**config.mk**
```make
export PLATFORM = sky130hd
export DESIGN_NAME = debouncer_repeat
export DESIGN_NICKNAME = d
export VERILOG_FILES = /design/src/rtl/debouncer_repeat.sv
export SDC_FILE = /design/constraint.sdc
export NUM_CORES = 1
export LEC_CHECK = 0
export ABC_AREA = 1
export CAP_MARGIN = 20
export CORE_ASPECT_RATIO = 0.7
export CORE_UTILIZATION = 51
export CTS_CLUSTER_SIZE = 24
export DETAILED_ROUTE_END_ITERATION = 8
export GPL_TIMING_DRIVEN = 0
export PLACE_DENSITY = 0.64
export SETUP_SLACK_MARGIN = 0.4
export SYNTH_ARGS = -nofsm -noshare
export SYNTH_HDL_FRONTEND = slang
export SYNTH_SLANG_ARGS = --single-unit
export TNS_END_PERCENT = 20
```
**constraint.sdc**
```tcl
create_clock -name clk -period 2.8 [get_ports clk]
set_clock_uncertainty 0.15 [all_clocks]
set_input_delay 0.7 -clock clk [delete_from_list [all_inputs] [get_ports clk]]
set_output_delay 0.7 -clock clk [all_outputs]
set_load 0.1 [all_outputs]
```
**src/rtl/debouncer_repeat.sv**
```systemverilog
// Multi-channel button conditioner: shared sample tick, per-channel hysteresis debounce,
// edge strobes and press-and-hold auto-repeat pulses.
module debouncer_repeat #(
    parameter int width            = 1,
    parameter int sample_count_max = 25000,
    parameter int pulse_count_max  = 150,
    parameter int hold_samples     = 2000,
    parameter int repeat_samples   = 500
) (
    input  logic             clk,
    input  logic             rst_n,
    input  logic [width-1:0] glitchy_signal,
    input  logic [width-1:0] repeat_en,
    output logic [width-1:0] debounced_signal,
    output logic [width-1:0] rising_pulse,
    output logic [width-1:0] falling_pulse,
    output logic [width-1:0] repeat_pulse
);

    localparam int SW   = (sample_count_max > 1) ? $clog2(sample_count_max) : 1;
    localparam int CW   = $clog2(pulse_count_max + 1);
    localparam int RMAX = (hold_samples > repeat_samples) ? hold_samples : repeat_samples;
    localparam int RW   = (RMAX > 1) ? $clog2(RMAX) : 1;

    localparam logic [SW-1:0] SAMPLE_LAST = SW'(sample_count_max - 1);
    localparam logic [CW-1:0] CNT_MAX     = CW'(pulse_count_max);
    localparam logic [RW-1:0] HOLD_LAST   = RW'(hold_samples - 1);
    localparam logic [RW-1:0] REP_LAST    = RW'(repeat_samples - 1);

    typedef enum logic [1:0] {
        IDLE,
        HOLD,
        REPEAT
    } rstate_t;

    logic [SW-1:0] sample_cnt_reg;
    logic          tick;

    assign tick = (sample_cnt_reg == SAMPLE_LAST);

    always_ff @(posedge clk or negedge rst_n) begin
        if (!rst_n) begin
            sample_cnt_reg <= '0;
        end else if (tick) begin
            sample_cnt_reg <= '0;
        end else begin
            sample_cnt_reg <= sample_cnt_reg + 1'b1;
        end
    end

    genvar gi;
    generate
        for (gi = 0; gi < width; gi++) begin : g_ch
            logic [CW-1:0] cnt_reg, cnt_next;
            logic          deb_reg, deb_d1_reg, rising;
            rstate_t       state_reg, state_next;
            logic [RW-1:0] rcnt_reg, rcnt_next;
            logic          pulse;

            always_comb begin
                cnt_next = cnt_reg;
                if (tick) begin
                    if (glitchy_signal[gi] && cnt_reg != CNT_MAX) begin
                        cnt_next = cnt_reg + 1'b1;
                    end else if (!glitchy_signal[gi] && cnt_reg != '0) begin
                        cnt_next = cnt_reg - 1'b1;
                    end
                end
            end

            // Level follows the updated count so it changes in the same edge as cnt.
            always_ff @(posedge clk or negedge rst_n) begin
                if (!rst_n) begin
                    cnt_reg    <= '0;
                    deb_reg    <= 1'b0;
                    deb_d1_reg <= 1'b0;
                end else begin
                    cnt_reg    <= cnt_next;
                    deb_d1_reg <= deb_reg;
                    if (cnt_next == CNT_MAX) begin
                        deb_reg <= 1'b1;
                    end else if (cnt_next == '0) begin
                        deb_reg <= 1'b0;
                    end
                end
            end

            assign rising = deb_reg & ~deb_d1_reg;

            always_ff @(posedge clk or negedge rst_n) begin
                if (!rst_n) begin
                    state_reg <= IDLE;
                    rcnt_reg  <= '0;
                end else begin
                    state_reg <= state_next;
                    rcnt_reg  <= rcnt_next;
                end
            end

            always_comb begin
                state_next = state_reg;
                rcnt_next  = rcnt_reg;
                pulse      = 1'b0;
                case (state_reg)
                    IDLE: begin
                        if (rising && repeat_en[gi]) begin
                            state_next = HOLD;
                            rcnt_next  = '0;
                        end
                    end
                    HOLD: begin
                        if (tick) begin
                            if (rcnt_reg == HOLD_LAST) begin
                                pulse      = 1'b1;
                                state_next = REPEAT;
                                rcnt_next  = '0;
                            end else begin
                                rcnt_next = rcnt_reg + 1'b1;
                            end
                        end
                    end
                    REPEAT: begin
                        if (tick) begin
                            if (rcnt_reg == REP_LAST) begin
                                pulse     = 1'b1;
                                rcnt_next = '0;
                            end else begin
                                rcnt_next = rcnt_reg + 1'b1;
                            end
                        end
                    end
                    default: begin
                        state_next = IDLE;
                        rcnt_next  = '0;
                    end
                endcase
                // Release or disable aborts, even on the cycle a pulse would fire.
                if (!deb_reg || !repeat_en[gi]) begin
                    state_next = IDLE;
                    rcnt_next  = '0;
                    pulse      = 1'b0;
                end
            end

            assign debounced_signal[gi] = deb_reg;
            assign rising_pulse[gi]     = rising;
            assign falling_pulse[gi]    = ~deb_reg & deb_d1_reg;
            assign repeat_pulse[gi]     = pulse;
        end
    endgenerate

endmodule

```
* Yosys cells after proc, flatten, opt, wreduce, memory -nomap -nowiden
Cells that the tools add are included.
** Operators by class
- Add/subtract/negate cells :: 4
- Equality and inequality tests :: 12
- Mux-type cells :: 24
- Bitwise logic cells :: 4
- Reduce and logical (&&, ||, !) cells :: 13
** Operators with widths (count)
- 11-bit 2-to-1 mux :: 6
- 11-bit one-hot mux with 3 select lines :: 1
- 8-bit 2-to-1 mux :: 3
- 15-bit by 1-bit adder with 15-bit output (second input constant) :: 1
- 15-bit equality test (second input constant) :: 1
- 15-bit 2-to-1 mux :: 1
- 3-bit != test (second input constant) :: 4
- 11-bit by 1-bit adder with 11-bit output (second input constant) :: 1
- 11-bit equality test (second input constant) :: 1
- 11-bit by 9-bit equality test with 1-bit output (second input constant) :: 1
- 8-bit by 1-bit adder with 8-bit output (second input constant) :: 1
- 8-bit equality test (second input constant) :: 1
- 8-bit zero test :: 1
- 2-bit 2-to-1 mux :: 4
- 8-bit != test (second input constant) :: 1
- 8-bit nonzero test :: 1
- 8-bit by 1-bit subtractor with 8-bit output (second input constant) :: 1
- 1-bit 2-to-1 mux :: 7
- 2-bit one-hot mux with 3 select lines :: 1
- 4-bit AND reduction :: 1
- 1-bit logical AND :: 3
- 1-bit zero test :: 3
- 3-bit AND reduction :: 1
- 1-bit bitwise AND :: 2
- other kinds (8) :: 9
** Word-level totals
- Register bits :: 38
- Input bits :: 4
- Output and inout port bits :: 4
- Logic and storage cells :: 63

* Depth between registers and ports, before layout
Gate-level depths: netlist of the first run.
- Depth after elaboration :: 8
- Mapped depth :: 16
- Depth with buffers taken out :: 16

* Worst setup path before layout of the first run
Ideal clock, no wire load.
- Path type :: reg-to-output
- Start :: reg g_ch[0].deb_reg, in the netlist debounced_signal
- End :: out repeat_pulse
- Data arrival time :: 3.024 ns
- Data required time :: 1.950 ns
- Path slack :: -1.074 ns
- Stages on the path, launching flop included :: 7
- Buffers on the path :: 0
- Path through :: dfrtp_1 nand2_1 inv_1 nand2_1 inv_1 nand3_1 a21oi_1
** Between the ends
- Word-level cells in the longest chain between the ends :: 3
** RTL lines
- start, declared :: line 55 : logic deb_reg, deb_d1_reg, rising;
- start signal, assigned :: line 75 : deb_reg <= 1'b0;
- start signal, assigned :: line 81 : deb_reg <= 1'b1;
- start signal, assigned :: line 83 : deb_reg <= 1'b0;
- 1-bit zero test :: line 138 : if (!deb_reg || !repeat_en[gi]) begin
- 1-bit logical OR :: line 138
- 1-bit 2-to-1 mux :: line 138
- end, declared :: line 17 : output logic [width-1:0] repeat_pulse
Every way passes these cells.

* Worst setup path after layout of the first run
- Start :: reg g_ch[0].deb_reg, in the netlist debounced_signal
- End :: out rising_pulse
** Between the ends
- Word-level cells in the longest chain between the ends :: 1
** RTL lines
- 1-bit bitwise AND :: line 88 : assign rising = deb_reg & ~deb_d1_reg;
- end, declared :: line 15 : output logic [width-1:0] rising_pulse,
Every way passes these cells.

==> results.toml, run 1 <==
[clock_tree]
cts.path.max_buffers = 2
clk_latency_ns = 0.29
clk_pin_slew_ns = 0.08
cts.sinks = 38
root_buffer = "clkbuf_8"
cts_hold_buf = 0
htree_levels = 2
cts_tree = "done"
numCtsBuffers = 5

[routing]
wl_per_cell_um = 12.2
drt_wl_total_mm = 6.00
vias = 2479
drt_first_pass_iters = 4
first_iter_violations = 165
drt-vias-per-instance = 5.05
postRouteAntennaNets = 0
drc = 0

[pwr]
leakage_nw = 1.58
vdd_drop_max_uv = 215
totalPowerFinal_mw = 1.03
p_sw_mw = 0.205
switching_share = 0.200
clock_power_share = 0.440
p_per_area_mw_per_mm2 = 331
p_int_mw = 0.820
comb_power_share = 0.025
seqPwrFrac = 0.535

[place]
place_inst = 472
dpl_worst_slack_ns = -0.915
portBuffers = 7
hpwl_mm = 4.50
place_congestion = 0.892

[final_layout]
nFillCells = 458
regArea_sq_um = 958
num_antenna_cells = 0
final_net_count = 435
multiInputGateArea_sq_mm = 0.00150
fin_cells = 491
drive_gt1_frac = 0.182
largest_reg_flops = 15
area_growth_pct = 17.3

[floorplanning]
core_sq_mm = 0.00489
fp.dieW_um = 88.1
start_util = 0.541
die_area_sq_mm = 0.00548
pin_count = 8
chipHeight_um = 62.3
rows = 21

[yosys]
ys_async_sr_fraction = 1.00
synth_cell_types = 30
synth-seq-cells = 38
synth_edf_count = 0
yosysSeqAreaShare = 0.360
netlist_instances = 396
synth_nets = 410
avgSynthCellArea_sq_um = 6.68
ys_warn_count = 0
netlist_area_sq_mm = 0.00265
synth_ff_type = "dfrtp_1"

[timing]
fin_tns_setup_ns = 0
setup_viol = 0
hold_viol = 0
fmax_mhz = 388
max-slew-margin-rel = 0.369
rsz0062_at_grt = "true"
finalCritPeriodShare = 0.920
drv_slew = 0
period_needed_ns = 2.57
worstMarginPinSlew_ns = 0.950
setup_slack_ns = 0.225

[min_path]
hold_class = "flip-flop to flip-flop"
min-delay-start = "debounced_signal"
holdPathEnd = "g_ch[0].deb_d1_reg"
worstHoldPathCells = 0

[setup_path]
required_ns = 1.95
r2r_cells = 15
worstReg2RegEnd = "debounced_signal"
path_class = "flip-flop to primary output"
crit_path_end_kind = "primary output"
ff2ff_setup_slack_ns = 0.58
r2r-start = "g_ch[0].cnt_reg[0]"
worst_setup_path_start_kind = "flip-flop"
cp_data_arrival_time_ns = 1.72
path_max_fanout = 6

[global_route]
track_usage = 0.250
grt_start_max_net_pins = 39
grt-ovfl-total = 0
grt_pass1_wl_mm = 10.6
grt_pass1_vias = 2371
grt_antenna_before_repair = 0

[flow_run]
drv_cap = 0

[status]
outcome = "complete, no violations"
==> area by class of cell <==
class	count	share of cell area
Timing Repair Buffer	18	0.0500
Clock buffer	7	0.0246
Tap cell	69	0.0278
Inverter	69	0.0843
Clock inverter	1	0.00968
Buffer	4	0.0125
Sequential cell	38	0.309
Multi-Input combinational cell	285	0.482
==> power by group through the flow <==
stage	registers [mW]	clock network (mW)	logic [mW]
finish	0.548	0.451	0.0260
global route	0.548	0.489	0.0295
CTS	0.548	0.464	0.0266
detailed placement	0.559	0	0.0270
global placement	0.559	0	0.0276
floorplan	0.559	0	0.00879
==> cell usage in the layout, fill, tap and decap left out, types with 2 or more instances in the layout <==
| cell | netlist | layout |
|---|---|---|
| inv_1 | 59 | 55 |
| nand2_2 | 6 | 8 |
| nor2_4 | 2 | 3 |
| xor2_1 | 4 | 4 |
| o21ai_1 | 2 | 2 |
| dlygate4sd2_1 | 0 | 3 |
| o21ai_0 | 10 | 10 |
| buf_2 | 1 | 2 |
| nand2_1 | 106 | 102 |
| nand4_1 | 7 | 7 |
| inv_2 | 10 | 13 |
| o21ai_2 | 2 | 2 |
| nand2_4 | 1 | 3 |
| nor2_2 | 5 | 9 |
| nor3_2 | 2 | 2 |
| ha_1 | 10 | 8 |
| nor2_1 | 57 | 52 |
| clkbuf_8 | 0 | 5 |
| dfrtp_2 | 0 | 3 |
| nor3b_1 | 2 | 2 |
| ha_4 | 0 | 2 |
| nor3_1 | 5 | 5 |
| clkbuf_1 | 0 | 2 |
| dfrtp_1 | 38 | 34 |
| nand3_2 | 2 | 4 |
| buf_4 | 1 | 12 |
| o211ai_1 | 2 | 2 |
| nand3_1 | 35 | 32 |
| a21oi_1 | 20 | 19 |
==> worst max-delay path: stages, from the launching register on <==
cell	delay [ns]
dfrtp_4	0.46
inv_1	0.06
nor2_2	0.07
dlygate4sd2_1	0.85
==> through the flow <==
step                hold WS [ns]  cell area, sq um  utilization
floorplan                  0.254              2720            -
global placement           0.304              2870        0.588
detailed placement         0.311              2870        0.587
CTS                        0.357              3040        0.623
global route               0.370              3100        0.635
finish                     0.357              3100        0.635
==> what timing repair did <==
item,CTS,global route
endpoints found under the setup margin,4,4
resized for setup,20,8
setup buffers,6,5
pin swaps,3,3
==> cell families (layout without fill, tap and decap cells) <==
| logic type | count (synthesis) | after routing | synth area share |
|---|---|---|---|
| AOI/OAI and AO/OA | 40 | 40 | 0.0833 |
| adders and majority gates | 10 | 10 | 0.0473 |
| and+or+nand+nor | 231 | 231 | 0.386 |
| xor gates and xnor gates | 4 | 4 | 0.0132 |
| DFF | 38 | 38 | 0.360 |
| buffers and inverters | 73 | 99 | 0.111 |
==> per-layer routing <==
layer | wire, um | part of all wire | vias to the layer above | GRT usage
li1 | - | - | 1297 | -
met1 | 3300 | 0.55 | 1125 | 0.388
met2 | 2380 | 0.40 | 49 | 0.347
met3 | 263 | 0.044 | 8 | 0.0559
met4 | 68 | 0.011 | 0 | 0.0665
met5 | 0 | 0 | - | 0
==> synthesized netlist by cell type, types with 4 or more instances <==
cell     count  share of area
nand2_1    106           0.15
inv_1       59          0.084
nor2_1      57          0.081
dfrtp_1     38           0.36
nand3_1     35          0.066
a21oi_1     20          0.038
ha_1        10          0.047
inv_2       10          0.014
o21ai_0     10          0.019
nand4_1      7          0.017
nand2_2      6          0.014
nor2_2       5          0.012
nor3_1       5         0.0095
xor2_1       4          0.013
==> worst max path at each step <==
stage	from	end	slack [ns]	cells after the start
global route	sample_cnt_reg[0]	repeat_pulse	0.11	9
global placement	repeat_en	repeat_pulse	-0.91	8
detailed placement	repeat_en	repeat_pulse	-0.92	8
finish	debounced_signal	rising_pulse	0.23	3
CTS	sample_cnt_reg[3]	repeat_pulse	0.20	9
floorplan	sample_cnt_reg[0]	repeat_pulse	0.35	8
No activity file was read; power rests on OpenSTA's default activity.
==> inputs of run 2 (changes only) <==
Settings changed: CAP_MARGIN 20 to not set.
==> results of run 2 <==
Same layout as run 1: the final DEF is identical, and so are final timing and power.
==> inputs of run 3 (changes only) <==
Settings changed: ABC_CLOCK_PERIOD_IN_PS set to 2800, DONT_BUFFER_PORTS set to 1, PLACE_DENSITY 0.64 to 0.62.
==> run 3 against run 2 <==
  * The flow now finishes with violations (negative setup slack)
  * Final cell count shrank 1.0%
  * Routed wire length about the same
  * Non-clock buffer count decreased by 5
  * Register-to-register slack improved by 0.05 ns
  * Critical path depth grew 5
  * Critical path type unchanged
  * Critical endpoint is now repeat_pulse
  * Highest routed layer unchanged
==> results.toml, run 3 (synthesis results as in run 1) <==
[global_route]
grt_pass1_vias = 2175
track_usage = 0.239
grt-ovfl-total = 0
grt_pass1_wl_mm = 10.1
grt_start_max_net_pins = 39
grt_antenna_before_repair = 0

[timing]
rsz0062_at_grt = "true"
setup_viol = 1
drv_slew = 0
finalCritPeriodShare = 1.02
hold_viol = 0
setup_slack_ns = -0.0432
fin_tns_setup_ns = -0.0432
fmax_mhz = 352
holdWs_ns = 0.0845
period_needed_ns = 2.84
worstMarginPinSlew_ns = 0.732
max-slew-margin-rel = 0.511

[routing]
first_iter_violations = 170
postRouteAntennaNets = 0
drc = 0
wl_per_cell_um = 12.4
drt-vias-per-instance = 5.10
drt_first_pass_iters = 5
vias = 2481
drt_wl_total_mm = 6.01

[clock_tree]
clk_pin_slew_ns = 0.08
cts.path.max_buffers = 2
cts.sinks = 38
root_buffer = "clkbuf_8"
clk_latency_ns = 0.29
htree_levels = 2
cts_tree = "done"
numCtsBuffers = 5

[setup_path]
crit_slowest_cell = "a21oi_4"
crit_chain = "ha_2 -> nand2_2 -> inv_2 -> nand3_2 -> nor2_4 -> buf_8 -> nand3_4 -> a21oi_4"
required_ns = 1.95
crit_path_end_kind = "primary output"
path_class = "flip-flop to primary output"
path_max_fanout = 4
cpPeakStageDelay_ns = 0.57
worst_setup_path_start_kind = "flip-flop"
cp_data_arrival_time_ns = 1.99

[final_layout]
area_growth_pct = 17.0
nFillCells = 439
final_common_cell = "nand2_1"
drive_gt1_frac = 0.192
final_cell_mix = "101 x nand2_1, 53 x inv_1, 53 x nor2_1"
post-route-util = 0.633
largest_reg_flops = 15
final_net_count = 430
num_antenna_cells = 0

[pwr]
leakage_nw = 1.58
vdd_drop_max_uv = 296
totalPowerFinal_mw = 1.15
p_per_area_mw_per_mm2 = 372

[place]
dpl_worst_slack_ns = 0.193
place_congestion = 0.898
hpwl_mm = 4.33
portBuffers = 0

[floorplanning]
fp.dieW_um = 88.1
rows = 21
start_util = 0.541
die_area_sq_mm = 0.00548
pin_count = 8
core_sq_mm = 0.00489
chipHeight_um = 62.3

[flow_run]
drv_cap = 0

[min_path]
hold_class = "input port to asynchronous set/reset pin"

[status]
outcome = "finished, violations left"
violations = "negative setup slack"
## run 3: changes by cell type in the layout (fill, tap and decap cells not counted), moves of 2 or more
cell	delta
dlygate4sd2_1	-3
inv_2	+3
nor2_2	-3
clkbuf_1	-2
inv_1	-2
nor2_4	+2
## run 3: critical path, delay by kind of cell (launching register included)
kind	cells	cell delay, ns
flops	1	0.36
simple gates	4	0.34
fa+ha+maj	1	0.21
buf+inv	2	0.20
compound gates	1	0.57
## run 3: area by class of cell
type	instances	area [sq um]	share of cell area
sequential	38	957	0.309
clock inverter	2	60.1	0.0194
buffer	4	38.8	0.0125
clock buffer	6	82.6	0.0267
tap	69	86.3	0.0279
timing repair buffer	13	110	0.0356
multi-input combinational	285	1500	0.485
inverter	69	259	0.0837
## run 3: metal layers
| layer | share of wire | vias up | GRT usage | routed length [um] |
|---|---|---|---|---|
| li1 | - | 1283 | - | - |
| met1 | 0.54 | 1114 | 0.388 | 3260 |
| met2 | 0.39 | 78 | 0.313 | 2350 |
| met3 | 0.059 | 6 | 0.0519 | 355 |
| met4 | 0.0062 | 0 | 0.0585 | 37 |
| met5 | 0 | - | 0 | 0 |
## run 3: final timing paths
path | startpoint | slack [ns] | depth (start not counted) | to
min in group clk | g_ch[0].rcnt_reg[7] | 0.39 | 2 | g_ch[0].rcnt_reg[7]
worst max register to register | sample_cnt_reg[0] | 0.63 | 15 | debounced_signal
worst min register to register | g_ch[0].rcnt_reg[7] | 0.39 | 2 | g_ch[0].rcnt_reg[7]
worst max-delay path | sample_cnt_reg[0] | -0.04 | 8 | repeat_pulse
max in group asynchronous | rst_n | 2.19 | 1 | debounced_signal
worst min-delay path | rst_n | 0.08 | 1 | sample_cnt_reg[9]
## run 3: where the power goes
part           switching [mW]  internal (mW)  total [mW]
sequential                  0          0.548       0.548
combinational          0.0183        0.00608      0.0244
clock                   0.199          0.380       0.580
total                   0.218          0.934        1.15
## run 3: what timing repair did
action	CTS	global route
endpoints found under the setup margin	3	3
buffers inserted	9	3
pin swaps	6	5
gates resized for setup	9	6
hold buffers	1	0
endpoints found under the hold margin	38	0
## run 3: through the flow
| step | std cells | area, sq um |
|---|---|---|
| floorplan | 396 | 2720 |
| global placement | 465 | 2800 |
| detailed placement | 465 | 2800 |
| CTS | 483 | 3060 |
| global route | 486 | 3100 |
| finish | 486 | 3100 |
